**config.mk**
```make
export PLATFORM = sky130hd
export DESIGN_NAME = mem_rd_arb
export DESIGN_NICKNAME = d
export VERILOG_FILES = /design/src/rtl/mem_pkg.sv /design/src/rtl/id_fifo.sv /design/src/rtl/mem_rd_arb.sv
export SDC_FILE = /design/constraint.sdc
export NUM_CORES = 1
export LEC_CHECK = 0
export CORE_ASPECT_RATIO = 0.7
export CORE_MARGIN = 2
export CORE_UTILIZATION = 25
export CTS_CLUSTER_DIAMETER = 30
export DETAILED_ROUTE_END_ITERATION = 6
export PLACE_DENSITY = 0.58
export SLEW_MARGIN = 10
export SYNTH_ARGS = -nofsm -noshare
export SYNTH_HDL_FRONTEND = slang
export SYNTH_HIERARCHICAL = 1
export SYNTH_SLANG_ARGS = --single-unit
```
**constraint.sdc**
```tcl
create_clock -name i_clk -period 2.2 [get_ports i_clk]
set_input_delay 0.44 -clock i_clk [delete_from_list [all_inputs] [get_ports i_clk]]
set_output_delay 0.44 -clock i_clk [all_outputs]
set_load 0.02 [all_outputs]
```
**src/rtl/mem_pkg.sv**
```systemverilog
// Shared memory-side constants: bus widths and requester IDs used by the
// read arbiter, the fetch unit and the LD unit.
package mem_pkg;
  localparam int AW = 16;
  localparam int DW = 16;

  localparam int REQ_IF = 0;
  localparam int REQ_LD = 1;

  // Width of an index into n items, never less than one bit.
  function automatic int idx_w(input int n);
    return (n > 1) ? $clog2(n) : 1;
  endfunction
endpackage

```
**src/rtl/id_fifo.sv**
```systemverilog
// In-order FIFO of requester IDs for outstanding memory reads; the head is
// visible combinationally so a returning beat can be routed in the same cycle.
module id_fifo #(
  parameter int DEPTH = 4,
  parameter int IW    = 1,
  parameter int CW    = $clog2(DEPTH + 1)
) (
  input  logic          i_clk,
  input  logic          i_rst_n,
  input  logic          i_push,
  input  logic          i_pop,
  input  logic [IW-1:0] i_din,
  output logic [IW-1:0] o_head,
  output logic [CW-1:0] o_count
);
  localparam int PW = $clog2(DEPTH);

  logic [IW-1:0] r_mem [DEPTH];
  logic [PW-1:0] r_wr_ptr;
  logic [PW-1:0] r_rd_ptr;
  logic [CW-1:0] r_count;

  // Storage carries no reset; only the pointers and count define validity.
  always_ff @(posedge i_clk) begin
    if (i_push) begin
      r_mem[r_wr_ptr] <= i_din;
    end
  end

  always_ff @(posedge i_clk) begin
    if (!i_rst_n) begin
      r_wr_ptr <= '0;
      r_rd_ptr <= '0;
      r_count  <= '0;
    end else begin
      if (i_push) r_wr_ptr <= r_wr_ptr + 1'b1;
      if (i_pop)  r_rd_ptr <= r_rd_ptr + 1'b1;
      r_count <= r_count + CW'(i_push) - CW'(i_pop);
    end
  end

  assign o_head  = r_mem[r_rd_ptr];
  assign o_count = r_count;
endmodule

```
**src/rtl/mem_rd_arb.sv**
```systemverilog
// Round-robin arbiter sharing one memory read port among N_REQ requesters,
// with registered issue and in-order routing of returned beats.
module mem_rd_arb #(
  parameter int N_REQ = 2,
  parameter int DEPTH = 4,
  parameter int AW    = mem_pkg::AW,
  parameter int DW    = mem_pkg::DW
) (
  input  logic                         i_clk,
  input  logic                         i_rst_n,
  input  logic [N_REQ-1:0]             i_req_re,
  input  logic [N_REQ*AW-1:0]          i_req_raddr,
  output logic [N_REQ-1:0]             o_req_grant,
  output logic [N_REQ-1:0]             o_resp_valid,
  output logic [AW-1:0]                o_resp_addr,
  output logic [DW-1:0]                o_resp_data,
  output logic                         o_mem_re,
  output logic [AW-1:0]                o_mem_raddr,
  input  logic [AW-1:0]                i_mem_addr_out,
  input  logic [DW-1:0]                i_mem_data_out,
  input  logic                         i_mem_ready,
  output logic [$clog2(DEPTH+1)-1:0]   o_outstanding,
  output logic                         o_err_unexp
);
  localparam int IW = mem_pkg::idx_w(N_REQ);
  localparam int CW = $clog2(DEPTH + 1);

  logic [IW-1:0]    r_rr;
  logic             r_mem_re;
  logic [AW-1:0]    r_mem_raddr;
  logic [N_REQ-1:0] r_resp_valid;
  logic [AW-1:0]    r_resp_addr;
  logic [DW-1:0]    r_resp_data;
  logic             r_err_unexp;

  logic             w_grant_vld;
  logic [IW-1:0]    w_grant_id;
  int               w_idx;
  logic [CW-1:0]    w_count;
  logic [IW-1:0]    w_head;
  logic             w_full;
  logic             w_empty;
  logic             w_pop;
  logic [AW-1:0]    w_addr [N_REQ];
  logic [N_REQ-1:0] w_head_oh;

  assign w_full  = (w_count == CW'(DEPTH));
  assign w_empty = (w_count == '0);
  assign w_pop   = i_mem_ready && !w_empty;

  // First asserting requester at or after r_rr, wrapping; nothing while full or in reset.
  always_comb begin
    w_grant_vld = 1'b0;
    w_grant_id  = '0;
    w_idx       = 0;
    if (i_rst_n && !w_full) begin
      for (int k = 0; k < N_REQ; k++) begin
        w_idx = (int'(r_rr) + k) % N_REQ;
        if (!w_grant_vld && i_req_re[w_idx]) begin
          w_grant_vld = 1'b1;
          w_grant_id  = IW'(w_idx);
        end
      end
    end
  end

  generate
    for (genvar gi = 0; gi < N_REQ; gi++) begin : g_req
      assign w_addr[gi]      = i_req_raddr[gi*AW +: AW];
      assign o_req_grant[gi] = w_grant_vld && (w_grant_id == IW'(gi));
      assign w_head_oh[gi]   = (w_head == IW'(gi));
    end
  endgenerate

  id_fifo #(.DEPTH(DEPTH), .IW(IW), .CW(CW)) u_id_fifo (
    .i_clk   (i_clk),
    .i_rst_n (i_rst_n),
    .i_push  (w_grant_vld),
    .i_pop   (w_pop),
    .i_din   (w_grant_id),
    .o_head  (w_head),
    .o_count (w_count)
  );

  always_ff @(posedge i_clk) begin
    if (!i_rst_n) begin
      r_rr         <= IW'(mem_pkg::REQ_IF);
      r_mem_re     <= 1'b0;
      r_mem_raddr  <= '0;
      r_resp_valid <= '0;
      r_resp_addr  <= '0;
      r_resp_data  <= '0;
      r_err_unexp  <= 1'b0;
    end else begin
      r_mem_re <= w_grant_vld;
      if (w_grant_vld) begin
        r_mem_raddr <= w_addr[w_grant_id];
        r_rr        <= (int'(w_grant_id) == N_REQ - 1) ? '0 : w_grant_id + 1'b1;
      end
      r_resp_valid <= w_pop ? w_head_oh : '0;
      if (w_pop) begin
        r_resp_addr <= i_mem_addr_out;
        r_resp_data <= i_mem_data_out;
      end
      if (i_mem_ready && w_empty) r_err_unexp <= 1'b1;
    end
  end

  assign o_mem_re      = r_mem_re;
  assign o_mem_raddr   = r_mem_raddr;
  assign o_resp_valid  = r_resp_valid;
  assign o_resp_addr   = r_resp_addr;
  assign o_resp_data   = r_resp_data;
  assign o_outstanding = w_count;
  assign o_err_unexp   = r_err_unexp;
endmodule

```
======== After elaboration in Yosys (flattened, before gate mapping) ========
Memories as Yosys holds them, arrays and structs flattened. A register that Yosys moved wholly into a read port is not among the register bits.
Index checks and enable logic that the tools add are counted.
W data, S select, Z words.
operators by class
  add/subtract/negate cells ............... 6
  magnitude comparators ................... 3
  equality and inequality tests ........... 1
  muxes and demuxes ....................... 20
  bitwise gates (word level) .............. 4
  reductions and logical operators ........ 11
operator list
  cell                   number
  $mux W16               3
  $mux W1                15
  $logic_and A1 B1 Y1    6
  $add A2 B1 Y2 const B  2
  $mux W2                2
  $add A3 B1 Y3          1
  $eq A3 B3 Y1 const B   1
  $logic_not A1 Y1       3
  $logic_not A3 Y1       1
  $lt A2 B3 Y1 const B   1
  $sub A3 B1 Y3          1
  $add A1 B1 Y1 const B  2
  $ge A2 B2 Y1 const B   1
  $lt A1 B2 Y1 const B   1
  $not A1 Y1             2
  $not A1 Y2             1
  $reduce_and A2 Y1      1
  $and A1 B1 Y1 const A  1
word-level totals
  bits in registers ....................... 60
  memory bits (writable) .................. 4
  input bits .............................. 69
  output and inout port bits .............. 57
  logic and storage cells ................. 56
  memories kept ........................... 1
memories
  name             depth  width  read ports  clocked after memory_dff  write ports  RTL line       source
  u_id_fifo.r_mem  4      1      1           1                         1            id_fifo.sv:18  logic [IW-1:0] r_mem [DEPTH];

======== Logic depth before layout (Yosys ltp) ========
  depth in word-level cells ............... 12
  mapped depth ............................ 9
  gate-level depth less buffers ........... 8

======== Hierarchy ========
The synthesis kept the hierarchy.
modules (own cells, without submodules)
  module      instances  cells each  area an instance (µm²)  sequential area each (µm²)
  mem_rd_arb  1          235         2029.4                  1061.0
  id_fifo     1          46          574.3                   300.3

======== Worst setup path after synthesis ========
OpenSTA, ideal clock, no wires.
  path kind ............................... register -> register
  start ................................... reg u_id_fifo.r_count[1] (netlist: u_id_fifo/o_count[1])
  end ..................................... reg u_id_fifo.r_count[2] (netlist: u_id_fifo/o_count[2])
  setup time .............................. 0.117 ns
  data arrival time ....................... 2.315 ns
  required time ........................... 2.083 ns
  setup slack ............................. -0.233 ns
  cell stages (with the launch flop) ...... 10
  path buffers ............................ 1
  period minus slack after synthesis ...... 2.433 ns
  cells stage by stage .................... dfxtp_1 o31ai_2 inv_2 clkbuf_1 ha_1 inv_1 ha_1 fa_1 xor3_1 nor2_1
between the ends
  elaborated cells between the ends (all ways) .. 9
  those cells by class .................... add/sub: 2; eq/ne: 1; mux: 1; reduce/logical: 5
RTL lines
  what                      RTL line          source
  start: declaration        id_fifo.sv:21     logic [CW-1:0] r_count;
  start signal: assignment  id_fifo.sv:38     r_count <= r_count + CW'(i_push) - CW'(i_pop);
  $logic_not A3 Y1          mem_rd_arb.sv:48  assign w_empty = (w_count == '0);
  $logic_not A1 Y1          mem_rd_arb.sv:49  assign w_pop = i_mem_ready && !w_empty;
  $logic_and A1 B1 Y1       mem_rd_arb.sv:49
  named net w_pop           mem_rd_arb.sv:43  logic w_pop;
  $sub A3 B1 Y3             id_fifo.sv:38
The timed path passes the listed nets, and every way through them passes these cells.
A chain may end at the register's enable or synchronous reset.

======== Worst setup path after layout ========
  start ................................... reg u_id_fifo.r_count[1] (netlist: u_id_fifo/o_count[1])
  end ..................................... out o_req_grant[0]
between the ends
  cells in the longest elaborated chain, start to end .. 6
  elaborated cells between the ends (all ways) .. 7
  those cells by class .................... eq/ne: 1; mux: 2; bitwise: 1; reduce/logical: 3
ends and longest elaborated chain
  what                     RTL line          source
  $eq A3 B3 Y1 (*)         mem_rd_arb.sv:47  assign w_full = (w_count == CW'(DEPTH));
  $logic_not A1 Y1 (*)     mem_rd_arb.sv:56  if (i_rst_n && !w_full) begin
  $logic_and A1 B1 Y1 (*)  mem_rd_arb.sv:56
  $mux W1                  mem_rd_arb.sv:56
  $not A1 Y1               mem_rd_arb.sv:70  assign o_req_grant[gi] = w_grant_vld && (w_grant_id == IW'(gi));
  $logic_and A1 B1 Y1 (*)  mem_rd_arb.sv:70
  end: declaration         mem_rd_arb.sv:13  output logic [N_REQ-1:0] o_req_grant,
Every way passes the cells marked *; elsewhere a longest branch is shown, timed or not.

==> metrics.txt <==
worst-path cell chain=or3b_4, and4_1, dlygate4sd2_1; Initial Util=25.43%; Worst slew margin=52.41%; Primary FF master, synth=dfxtp_1; Worst Path Required=1.76 ns; status=finished, final reports clean; crit path buf inv count=1; Filler cells=1011; Worst-Margin Slew=0.7138 ns; commonest cells in the synthesized netlist=66 x nand2_1, 62 x dfxtp_1, 34 x a21oi_1, 25 x inv_1; antenna violations before repair=0; post-route minimum period=2.160 ns; Power, Total=4490 µW; synthesized area per cell=9.266 µm²; setup bufs post-CTS=0; Vias/cell=4.342; GRT Util Overall=12.67%; Worst Path Arrival=1.72 ns; clock-pin slew on the worst setup and hold paths=0.05 ns; DP Cell Count=530; CP max FO=6; RSZ-0062 raised after global routing=false; DIE WIDTH=126.0 µm; final count of negative-setup-slack endpoints=0; Synth top area share=47.67%; pin count of the biggest net entering global routing=38; detail-routed net length per standard cell=13.14 µm; vias in the first global route=2308; EDFF count, synth=4; Cells after Synth=281; Setup Skew=0.006070 ns; largest area contributor in the netlist=dfxtp_1; CP max stage delay=0.44 ns; clk_lat worst skew=0.33 ns; GPL Wtd Cong=0.7452; final hold violation count=0; Nets=485; layout cells sized above 1=8.696%; H-tree depth=3; antenna viol nets, final=0; CP delay by family, top=simple AND/OR/NAND/NOR gates; hpwl dp=5.161 mm; WL final=7.172 mm; Seq/Total Area, Yosys=52.28%; Yosys reg bits=66; Synth area leaders=dfxtp_1 48%, nand2_1 9.5%, a21oi_1 6.5%; TritonCTS clock tree=done; Congestion Overflow GR=0; row count=31; Area after DPL=0.004033 mm²; class of the worst hold path=flip-flop to flip-flop; worst vdd rail ir drop=416.6 µV; Tcrit/Tclk final=98.16%; Yosys warning total=6; final slew viol count=0; Post-synth ARST share=0%; element type at the critical path end=primary output; CTS buffer count=9; slowest CP cell=or3b_4; PwrDens=1044 mW/mm²; leakage=0.001617 µW; Final Cell Area=0.004302 mm²; Critical Path Start Type=flip-flop; FMAX=463.1 MHz; Pre-antenna DRT Iters=4; final cell count without fillers=546; WS Path Type=flip-flop to primary output; die footprint=0.01126 mm²; global-route wire length before repair=11.07 mm; number of library cell types mapped by synthesis=30; Longest Clk Path Bufs=2; area added between synthesis and finish=65.21%; Ant. Diodes=0; Ports=126; core area=0.01024 mm²; drt drc=0; CTS Root Cell=clkbuf_16; syn nets=357; Syn Std Cell Area=0.002604 mm²; Max Cap Viol=0; PortBufs=125; via count=2371; die height=89.39 µm; CTS Sinks=66; most common cell in the netlist=nand2_1; Initial DRC Count=93
-- metal layers --
layer	GRT usage [%]	routed length, µm
met3	5.326	469
met2	19.89	3191
met5	0	0
met1	15.93	3426
met4	4.196	84
-- registers in the layout, summed over array words and instances (netlist names), 2 cells and up, named ones only --
name,cells
u_id_fifo/r_mem,4
u_id_fifo/r_rd_ptr,2
o_resp_data,16
o_resp_valid,2
u_id_fifo/r_wr_ptr,2
o_resp_addr,16
u_id_fifo/o_count,3
o_mem_raddr,16
-- power by group --
part           total (µW)  switching [µW]  internal (µW)  leakage [µW]
sequential           1630             156           1470      0.000548
clock                1280             498            786      0.000136
combinational        1580             806            773      0.000934
total                4490            1460           3030       0.00162
-- path summary, 6_finish.rpt --
check	startpoint	endpoint	slack, ns	cells past startpoint
max	u_id_fifo/o_count[1]$_SDFF_PN0_	o_req_grant[0]	0.04	3
min	o_resp_addr[11]$_SDFFE_PN0P_	o_resp_addr[11]$_SDFFE_PN0P_	0.45	2
max reg2reg	u_id_fifo/o_count[1]$_SDFF_PN0_	o_mem_raddr[2]$_SDFFE_PN0P_	0.20	4
min reg2reg	o_resp_addr[11]$_SDFFE_PN0P_	o_resp_addr[11]$_SDFFE_PN0P_	0.45	2
-- logic make-up after synthesis --
group	count (synthesis)	share of synthesized area [%]
adders and majority gates	7	3.652
xor gates and xnor gates	3	1.586
DFF	66	52.28
AOI/OAI and AO/OA	71	19.32
buffers and inverters	45	7.785
and+or+nand+nor	87	14.13
muxes	2	1.249
-- repair_timing --
item,in CTS,in global routing
endpoints found under the setup margin,2,0
resized for setup,2,0
hold buffers,0,0
-- stage by stage --
stage          hold slack, ns  util, %  setup WS [ns]  setup TNS, ns
2_1_floorplan          0.4584        -        0.01165              0
3_3_place_gp           0.4408    39.38        -0.1022        -0.3162
3_5_place_dp           0.4479    39.38        -0.1768        -0.4881
4_1_cts                0.4554    42.01        0.03415              0
5_1_grt                0.4649    42.01        0.01234              0
6_report               0.4522    42.01        0.04047              0
-- placed cells by master, fill, tap and decap left out, types with 2 or more instances in the layout --
cell type,count
a211oi_1,16
a21oi_1,34
a221o_1,16
and2_1,6
and3_1,2
buf_4,10
clkbuf_16,9
clkdlybuf4s50_1,123
clkinv_2,3
dfxtp_1,59
dfxtp_2,2
dlygate4sd2_1,2
edfxtp_1,4
ha_1,6
inv_1,25
nand2_1,66
nor2_1,6
nor3_1,2
o2111a_1,2
xnor2_1,2
-- cell type report --
class	count	area (µm²)	area share, %
inverters	26	97.59	2.269
repair buffers	136	1344	31.24
flip-flops and latches	66	1368	31.79
clock buffers	11	242.7	5.643
clock inverters	5	28.78	0.6690
multi-input cells	170	1056	24.55
well taps	132	165.2	3.839
-- worst reg2reg max path, cell delays in order, from the launching register on --
cell	delay [ns]
dfxtp_2	0.36
or3b_4	0.44
buf_4	0.22
o2111a_1	0.41
a221o_1	0.45
Note: power is estimated with default switching activity, not from simulation.
